`src/rtl/axppa_err_monitor.sv`:
```
// Stimulus and error-metric engine for an adder under test. Two LFSRs drive the operands,
// and the adder's sum is scored against an exact reference delayed by LAT cycles.
module axppa_err_monitor #(
  parameter int          N_LOG2 = 10,
  parameter logic [15:0] SEED_A = 16'hACE1,
  parameter logic [15:0] SEED_B = 16'h1D87,
  parameter int          LAT    = 0
) (
  input  logic                clk,
  input  logic                rst,
  input  logic                start,
  output logic                busy,
  output logic                done,
  output logic [15:0]         op_a,
  output logic [15:0]         op_b,
  output logic                op_cin,
  input  logic [16:0]         dut_sum,
  output logic [N_LOG2:0]     err_count,
  output logic [16:0]         max_ed,
  output logic [16+N_LOG2:0]  sum_ed
);

  typedef enum logic [1:0] {S_IDLE, S_RUN, S_DRAIN, S_DONE} state_t;

  localparam logic [15:0] SEED_A_EFF = (SEED_A == 16'h0000) ? 16'h0001 : SEED_A;
  localparam logic [15:0] SEED_B_EFF = (SEED_B == 16'h0000) ? 16'h0001 : SEED_B;
  // Stages 1..LAT-1 of the delay line; once these are empty, the final vector is in the last stage.
  localparam logic [LAT:0] MID_MASK = (LAT+1)'((1 << LAT) - 2);

  state_t              r_state;
  state_t              w_state_next;
  logic                w_load;
  logic                w_advance;
  logic [N_LOG2-1:0]   r_idx;
  logic [15:0]         r_lfsr_a;
  logic [15:0]         r_lfsr_b;
  logic                r_cin;
  logic [15:0]         w_next_a;
  logic [15:0]         w_next_b;
  logic [16:0]         w_exact;
  logic [LAT:0]        w_vld;
  logic [16:0]         w_pipe [0:LAT];
  logic [16:0]         w_exact_d;
  logic [16:0]         w_ed;
  logic [N_LOG2:0]     r_err_count;
  logic [16:0]         r_max_ed;
  logic [16+N_LOG2:0]  r_sum_ed;

  function automatic logic [15:0] lfsr_step(input logic [15:0] s);
    return {s[0] ^ s[2] ^ s[3] ^ s[5], s[15:1]};
  endfunction

  always_ff @(posedge clk or posedge rst) begin
    if (rst) r_state <= S_IDLE;
    else     r_state <= w_state_next;
  end

  always_comb begin
    w_state_next = r_state;
    w_load       = 1'b0;
    w_advance    = 1'b0;
    case (r_state)
      S_IDLE: begin
        if (start) begin
          w_state_next = S_RUN;
          w_load       = 1'b1;
        end
      end
      S_RUN: begin
        // The last vector stays on the operand outputs after issue.
        if (r_idx == '1) w_state_next = (LAT == 0) ? S_DONE : S_DRAIN;
        else             w_advance    = 1'b1;
      end
      S_DRAIN: begin
        if ((w_vld & MID_MASK) == '0) w_state_next = S_DONE;
      end
      S_DONE:  w_state_next = S_IDLE;
      default: w_state_next = S_IDLE;
    endcase
  end

  assign w_next_a = lfsr_step(r_lfsr_a);
  assign w_next_b = lfsr_step(r_lfsr_b);

  always_ff @(posedge clk or posedge rst) begin
    if (rst) begin
      r_lfsr_a <= '0;
      r_lfsr_b <= '0;
      r_cin    <= 1'b0;
      r_idx    <= '0;
    end else if (w_load) begin
      r_lfsr_a <= SEED_A_EFF;
      r_lfsr_b <= SEED_B_EFF;
      r_cin    <= SEED_A_EFF[15] ^ SEED_B_EFF[15];
      r_idx    <= '0;
    end else if (w_advance) begin
      r_lfsr_a <= w_next_a;
      r_lfsr_b <= w_next_b;
      r_cin    <= w_next_a[15] ^ w_next_b[15];
      r_idx    <= r_idx + N_LOG2'(1);
    end
  end

  assign w_exact = {1'b0, r_lfsr_a} + {1'b0, r_lfsr_b} + {16'h0000, r_cin};

  // Stage 0 is the live vector; stage k carries the reference k cycles later.
  assign w_vld[0]  = (r_state == S_RUN);
  assign w_pipe[0] = w_exact;

  for (genvar gi = 1; gi <= LAT; gi++) begin : g_dly
    logic        r_v;
    logic [16:0] r_d;
    always_ff @(posedge clk or posedge rst) begin
      if (rst) begin
        r_v <= 1'b0;
        r_d <= '0;
      end else begin
        r_v <= w_vld[gi-1];
        r_d <= w_pipe[gi-1];
      end
    end
    assign w_vld[gi]  = r_v;
    assign w_pipe[gi] = r_d;
  end

  assign w_exact_d = w_pipe[LAT];

  always_comb begin
    w_ed = '0;
    if (w_exact_d >= dut_sum) w_ed = w_exact_d - dut_sum;
    else                      w_ed = dut_sum - w_exact_d;
  end

  always_ff @(posedge clk or posedge rst) begin
    if (rst) begin
      r_err_count <= '0;
      r_max_ed    <= '0;
      r_sum_ed    <= '0;
    end else if (w_load) begin
      r_err_count <= '0;
      r_max_ed    <= '0;
      r_sum_ed    <= '0;
    end else if (w_vld[LAT]) begin
      if (w_ed != 17'd0)     r_err_count <= r_err_count + (N_LOG2+1)'(1);
      if (w_ed > r_max_ed)   r_max_ed    <= w_ed;
      r_sum_ed <= r_sum_ed + {{N_LOG2{1'b0}}, w_ed};
    end
  end

  assign op_a      = r_lfsr_a;
  assign op_b      = r_lfsr_b;
  assign op_cin    = r_cin;
  assign busy      = (r_state == S_RUN) || (r_state == S_DRAIN);
  assign done      = (r_state == S_DONE);
  assign err_count = r_err_count;
  assign max_ed    = r_max_ed;
  assign sum_ed    = r_sum_ed;

endmodule

```
`config.mk`:
```
export PLATFORM = sky130hd
export DESIGN_NAME = axppa_err_monitor
export DESIGN_NICKNAME = d
export VERILOG_FILES = /design/src/rtl/axppa_err_monitor.sv
export SDC_FILE = /design/constraint.sdc
export NUM_CORES = 1
export LEC_CHECK = 0
export CORE_ASPECT_RATIO = 1.25
export CORE_UTILIZATION = 55
export CTS_CLUSTER_SIZE = 16
export DETAILED_ROUTE_END_ITERATION = 8
export GPL_ROUTABILITY_DRIVEN = 0
export GPL_TIMING_DRIVEN = 1
export HOLD_SLACK_MARGIN = 0.02
export MAX_ROUTING_LAYER = met4
export PLACE_DENSITY_LB_ADDON = 0.15
export SLEW_MARGIN = 20
export SYNTH_ARGS = -nofsm -noshare
export SYNTH_HDL_FRONTEND = slang
export SYNTH_SLANG_ARGS = --single-unit
```
`constraint.sdc`:
```
create_clock -name clk -period 17.4 [get_ports clk]
set_clock_uncertainty 0.15 [all_clocks]
set_input_delay 1.74 -clock clk [delete_from_list [all_inputs] [get_ports clk]]
set_output_delay 1.74 -clock clk [all_outputs]
set_load 0.02 [all_outputs]
```
* Word level (Yosys, flattened, before mapping)
Cells that the tools add are included.
Storage, ports and cells: ROM bits 0, register bits after elaboration 100, input bits 20, bits in latches 0, logic and storage cells 64, memories kept 0, bits in writable memories 0
Operators by class: shift-type cells 0, muxes and demuxes 24, add/sub/neg operators 7, multiply operators 0, bitwise logic cells 7, div/mod/pow operators 0, reductions and logical operators 10, $lt $le $gt $ge 2, equality and inequality tests 6
Operators with widths (count):
- $mux W17 | 4
- $mux W16 | 4
- $mux W27 | 2
- $sub A17 B17 Y17 | 2
- $mux W11 | 3
- $add A27 B17 Y27 | 1
- $mux W10 | 2
- $add A16 B16 Y17 | 1
- $add A17 B1 Y17 | 1
- $ge A17 B17 Y1 | 1
- $gt A17 B17 Y1 | 1
- $reduce_bool A17 Y1 | 1
- $add A11 B1 Y11 const B | 1
- $add A10 B1 Y10 const B | 1
- $eq A10 B10 Y1 const B | 1
- $pmux W2 S4 | 1
- $reduce_bool A2 Y1 | 4
- $xor A1 B1 Y1 | 7
- $mux W1 | 6
- $reduce_and A2 Y1 | 3
- $eq A2 B2 Y1 const B | 2
- $mux W2 | 2
- $eq A2 B1 Y1 const B | 1
- $logic_not A2 Y1 | 1
- other kinds (3) | 3

* Longest topological paths before layout
word-level depth 8, depth in mapped cells 37

* Least setup slack after synthesis
Ideal clock, no wire load.
path type flip-flop to flip-flop, start reg r_lfsr_a[0], in the netlist op_a[0], end reg r_max_ed[1], in the netlist max_ed[1], buffers on the path 4, period minus slack after synthesis 7.339 ns, setup slack 10.061 ns, data arrival time 7.057 ns, cell stages (with the launch flop) 37, data required time 17.118 ns, library setup time 0.132 ns, cell sequence dfrtp_1 -> fa_1 -> inv_1 -> fa_1 -> nor2b_1 -> o21ai_0 -> a21boi_0 -> o21ai_0 -> a21boi_0 -> o21ai_0 -> a21oi_1 -> o41a_1 -> a21o_1 -> a21oi_1 -> xnor2_1 -> ha_1 -> buf_2 -> a21oi_1 -> nand2_1 -> o31ai_4 -> and2_1 -> buf_2 -> a221oi_2 -> o21a_1 -> or2_2 -> ha_1 -> o21ai_0 -> nand2b_1 -> a21oi_1 -> o21ai_0 -> a221oi_1 -> o21ai_0 -> o311a_1 -> clkbuf_1 -> buf_1 -> mux2i_1 -> nor2_1
On the way: longest elaborated chain between the ends 7, elaborated cells between the ends (all ways) 12, classes of those cells 4 x add/sub; 2 x order compare; 4 x mux; 2 x reduce/logical
Ends and longest elaborated chain:
- from (decl) | RTL line 35 | logic [15:0] r_lfsr_a;
- from (signal assigned) | RTL line 97 | r_lfsr_a <= w_next_a;
- $add A16 B16 Y17 * | RTL line 104 | assign w_exact = {1'b0, r_lfsr_a} + {1'b0, r_lfsr_b} + {16'h0000, r_cin};
- $add A17 B1 Y17 * | RTL line 104
- $sub A17 B17 Y17 (tied with other cells) | RTL line 131 | else w_ed = dut_sum - w_exact_d;
- $mux W17 * | RTL line 130 | if (w_exact_d >= dut_sum) w_ed = w_exact_d - dut_sum;
- $gt A17 B17 Y1 or $mux W17 (tied branches) | RTL line 145 | if (w_ed > r_max_ed) r_max_ed <= w_ed;
- $reduce_bool A2 Y1 (no source line) or $mux W17 (tied branches)
- $reduce_and A2 Y1 (no source line) or $mux W17 (tied branches)
- to (signal assigned) | RTL line 145
- to (decl) | RTL line 46 | logic [16:0] r_max_ed;
Mark *: on every way between the ends. The rest lies on a longest branch, timed or not. The select of a mux whose other input is x is not followed. A chain may end at the register's enable or synchronous reset.

* Worst setup path after layout
start reg r_lfsr_a[0], in the netlist op_a[0], end reg r_sum_ed[24], in the netlist sum_ed[24]
On the way: longest elaborated chain between the ends 7, elaborated cells between the ends (all ways) 9, classes of those cells 5 x add/sub; 1 x order compare; 3 x mux
Ends and longest elaborated chain:
- $add A16 B16 Y17 * | RTL line 104
- $add A17 B1 Y17 * | RTL line 104
- $sub A17 B17 Y17 (tied with other cells) | RTL line 131
- $mux W17 * | RTL line 130
- $add A27 B17 Y27 * | RTL line 146 | r_sum_ed <= r_sum_ed + {{N_LOG2{1'b0}}, w_ed};
- $mux W27 * | RTL line 143 | end else if (w_vld[LAT]) begin
- $mux W27 * | RTL line 139 | end else if (w_load) begin
- to (signal assigned) | RTL line 146
- to (decl) | RTL line 47 | logic [16+N_LOG2:0] r_sum_ed;
Marked as above.

==> out/results.tsv <==
metric	value	unit
status	complete, but fails checks	
violations	DRC	
synthXorXnorAreaFrac	5.88	%
crit_cells	32	
port_buffers	109	
antenna_cells	0	
final.setup.tns	0	ns
crit_buf_inv	1	
worstSkewPairLatency	0.36	ns
layout.cells.non_filler	1238	
critPathLaunchType	register	
boundaryPins	110	
post-route-util	66.9	%
fin_area	9680	um^2
ys_dominant_reg_cell	dfrtp_1	
drt-initial-drc-count	426	
yosys.area_share.simple	19.7	%
syn_nets	1086	
grt_pass1_vias	6904	
grt_pass1_wl	34400	um
place_hpwl	15600	um
max_slew_margin	31.1	%
fin_crit	8.34	ns
area_growth	18.2	%
drc	4	
synthCells	971	
core-area	14500	um^2
synth-async-reset-ratio	100	%
clockBufferDepth	2	
max_stage_delay	0.52	ns
drv_slew	0	
track_usage	28.7	%
fillers	1252	
grt-ovfl-total	0	
crit_path_end_kind	register	
nets	1172	
path_class	register to register	
dpl_cell_area	9390	um^2
fp-row-count	49	
crit_top_cell	a21oi_1	
die_h	138	um
synth_fa_ha_area_share	15.0	%
die_x	111	um
dieArea	15400	um^2
yosys_warnings	0	
num_vias	7348	
synth.distinct_cells	67	
cp_top_family	compound AO/OA/AOI/OAI gates	
fin_crit_sh	47.9	%
drive_gt1_share	3.49	%
min_path_type	register to register	
hold_violations	0	
cts-root-buf	clkbuf_16	
routed_via_density	5.94	
cts_tree	done	
numCtsBuffers	9	
synthMuxAreaShare	4.17	%
cts_resized	0	
synth_compound_area_share	19.2	%
worst_slew_pin_slew	1.03	ns
cts_hold_buf	0	
ys_seq_area_share	30.6	%
cp_slowest_cell	a31oi_1	
avgSynthCellArea	8.43	um^2
antenna_found_initial	0	
fmax	120	MHz
synth_edf_count	0	
setup_viol	0	
arrival	8.40	ns
synth_top_family_by_area	simple AND/OR/NAND/NOR gates	
cap_violations	0	
postRouteAntennaNets	0	
drt_wl_total	20900	um
wire_per_inst	16.8	um
cts_sinks	100	
post-place-cells	1224	
required	17.46	ns
worst-r2r-cell-count	32	
synth-seq-cells	100	
min_path_cells	2	
start_util	56.6	%
post_cts_buffers	0	
cp_max_fo	12	
syn_area	8190	um^2
cts.clk_slew.worst_paths	0.07	ns
first_pass_iters	9	
htree_levels	3	
rsz0062_at_grt	false	
grt_max_degree	80	
==> synthesized netlist by cell type (7+ instances only) <==
cell type / instances / area (um^2)
a21o_1: 28 / 210
a21oi_1: 63 / 315
clkbuf_1: 27 / 101
a22o_1: 10 / 87.6
or2_2: 7 / 43.8
or3_1: 15 / 93.8
xor2_1: 19 / 166
nand4_1: 14 / 87.6
a211oi_1: 11 / 82.6
a31oi_1: 8 / 50.1
nor2_1: 87 / 327
nor2b_1: 13 / 81.3
ha_1: 90 / 1130
nand2b_1: 13 / 81.3
buf_2: 9 / 45.0
dfrtp_1: 100 / 2500
nand3_1: 36 / 180
and3_1: 11 / 68.8
nor3_1: 18 / 90.1
o21ai_0: 40 / 200
inv_1: 75 / 282
mux2i_1: 33 / 330
xnor2_1: 36 / 315
o211ai_1: 8 / 60.1
nand2_1: 104 / 390
o21a_1: 7 / 52.6
==> cells by family after synthesis <==
kind of cell    count (synthesis)
flops                         100
xor+xnor                       55
buf+inv                       115
fa+ha+maj                      95
simple gates                  339
mux                            34
compound gates                233
==> state kept, by name, summed over array words and instances (netlist names) <==
signal and cells:
op_b 16, op_a 16, op_cin 1, err_count 11, max_ed 17, r_idx 10
sum_ed 27, r_state 2
==> layer usage <==
metal / vias to the layer above / part of all wire (%) / global-route usage, % / routed length [um]
li1: 3599 / - / - / -
met1: 3499 / 43 / 34.1 / 9000
met2: 204 / 48 / 47.5 / 10000
met3: 46 / 5.2 / 5.00 / 1090
met4: 0 / 3.5 / 13.2 / 733
met5: - / 0 / - / 0
==> worst min-delay path: cells and delay by family, from the launching register on <==
family        cells  cell delay [ns]
xor+xnor          1             0.07
flops             1             0.36
simple gates      1             0.08
==> stage by stage <==
| step | hold WS (ns) | setup slack, ns |
|---|---|---|
| global placement | 0.382 | 9.37 |
| global route | 0.438 | 8.26 |
| floorplan | 0.355 | 10.06 |
| CTS | 0.408 | 9.08 |
| finish | 0.402 | 9.06 |
| detailed placement | 0.391 | 9.14 |
==> cell usage in the layout (no fill, tap or decap), drive strengths merged, types with 19 or more instances in the layout <==
| cell | synthesis | final |
|---|---|---|
| a21o | 28 | 28 |
| a21oi | 63 | 63 |
| clkdlybuf4s50 | 0 | 109 |
| dfrtp | 100 | 100 |
| ha | 90 | 90 |
| inv | 75 | 76 |
| mux2i | 33 | 33 |
| nand2 | 105 | 105 |
| nand3 | 36 | 36 |
| nor2 | 88 | 88 |
| o21ai | 42 | 42 |
| xnor2 | 36 | 36 |
| xor2 | 19 | 19 |
==> final timing paths <==
check                                startpoint                     end  slack (ns)
min reg2reg                r_idx[8]$_DFFE_PP0P_    r_idx[8]$_DFFE_PP0P_        0.40
min                        r_idx[8]$_DFFE_PP0P_    r_idx[8]$_DFFE_PP0P_        0.40
min in group asynchronous                   rst     op_a[1]$_DFFE_PP0P_        1.53
max                         op_a[0]$_DFFE_PP0P_  sum_ed[24]$_DFFE_PP0P_        9.06
max in group asynchronous                   rst   max_ed[5]$_DFFE_PP0P_       14.55
max reg2reg                 op_a[0]$_DFFE_PP0P_  sum_ed[24]$_DFFE_PP0P_        9.06
==> cell type report <==
| class | instances | area (um^2) | area share (%) |
|---|---|---|---|
| Tap cell | 178 | 223 | 2.30 |
| Timing Repair Buffer | 115 | 1140 | 11.8 |
| Clock buffer | 9 | 225 | 2.33 |
| Inverter | 75 | 284 | 2.93 |
| Multi-Input combinational cell | 756 | 5240 | 54.1 |
| Clock inverter | 5 | 63.8 | 0.659 |
| Sequential cell | 100 | 2500 | 25.9 |
Power is left out: the tool's default activity adds up to more than one toggle a clock period on the data nets, which glitch-free logic cannot reach.
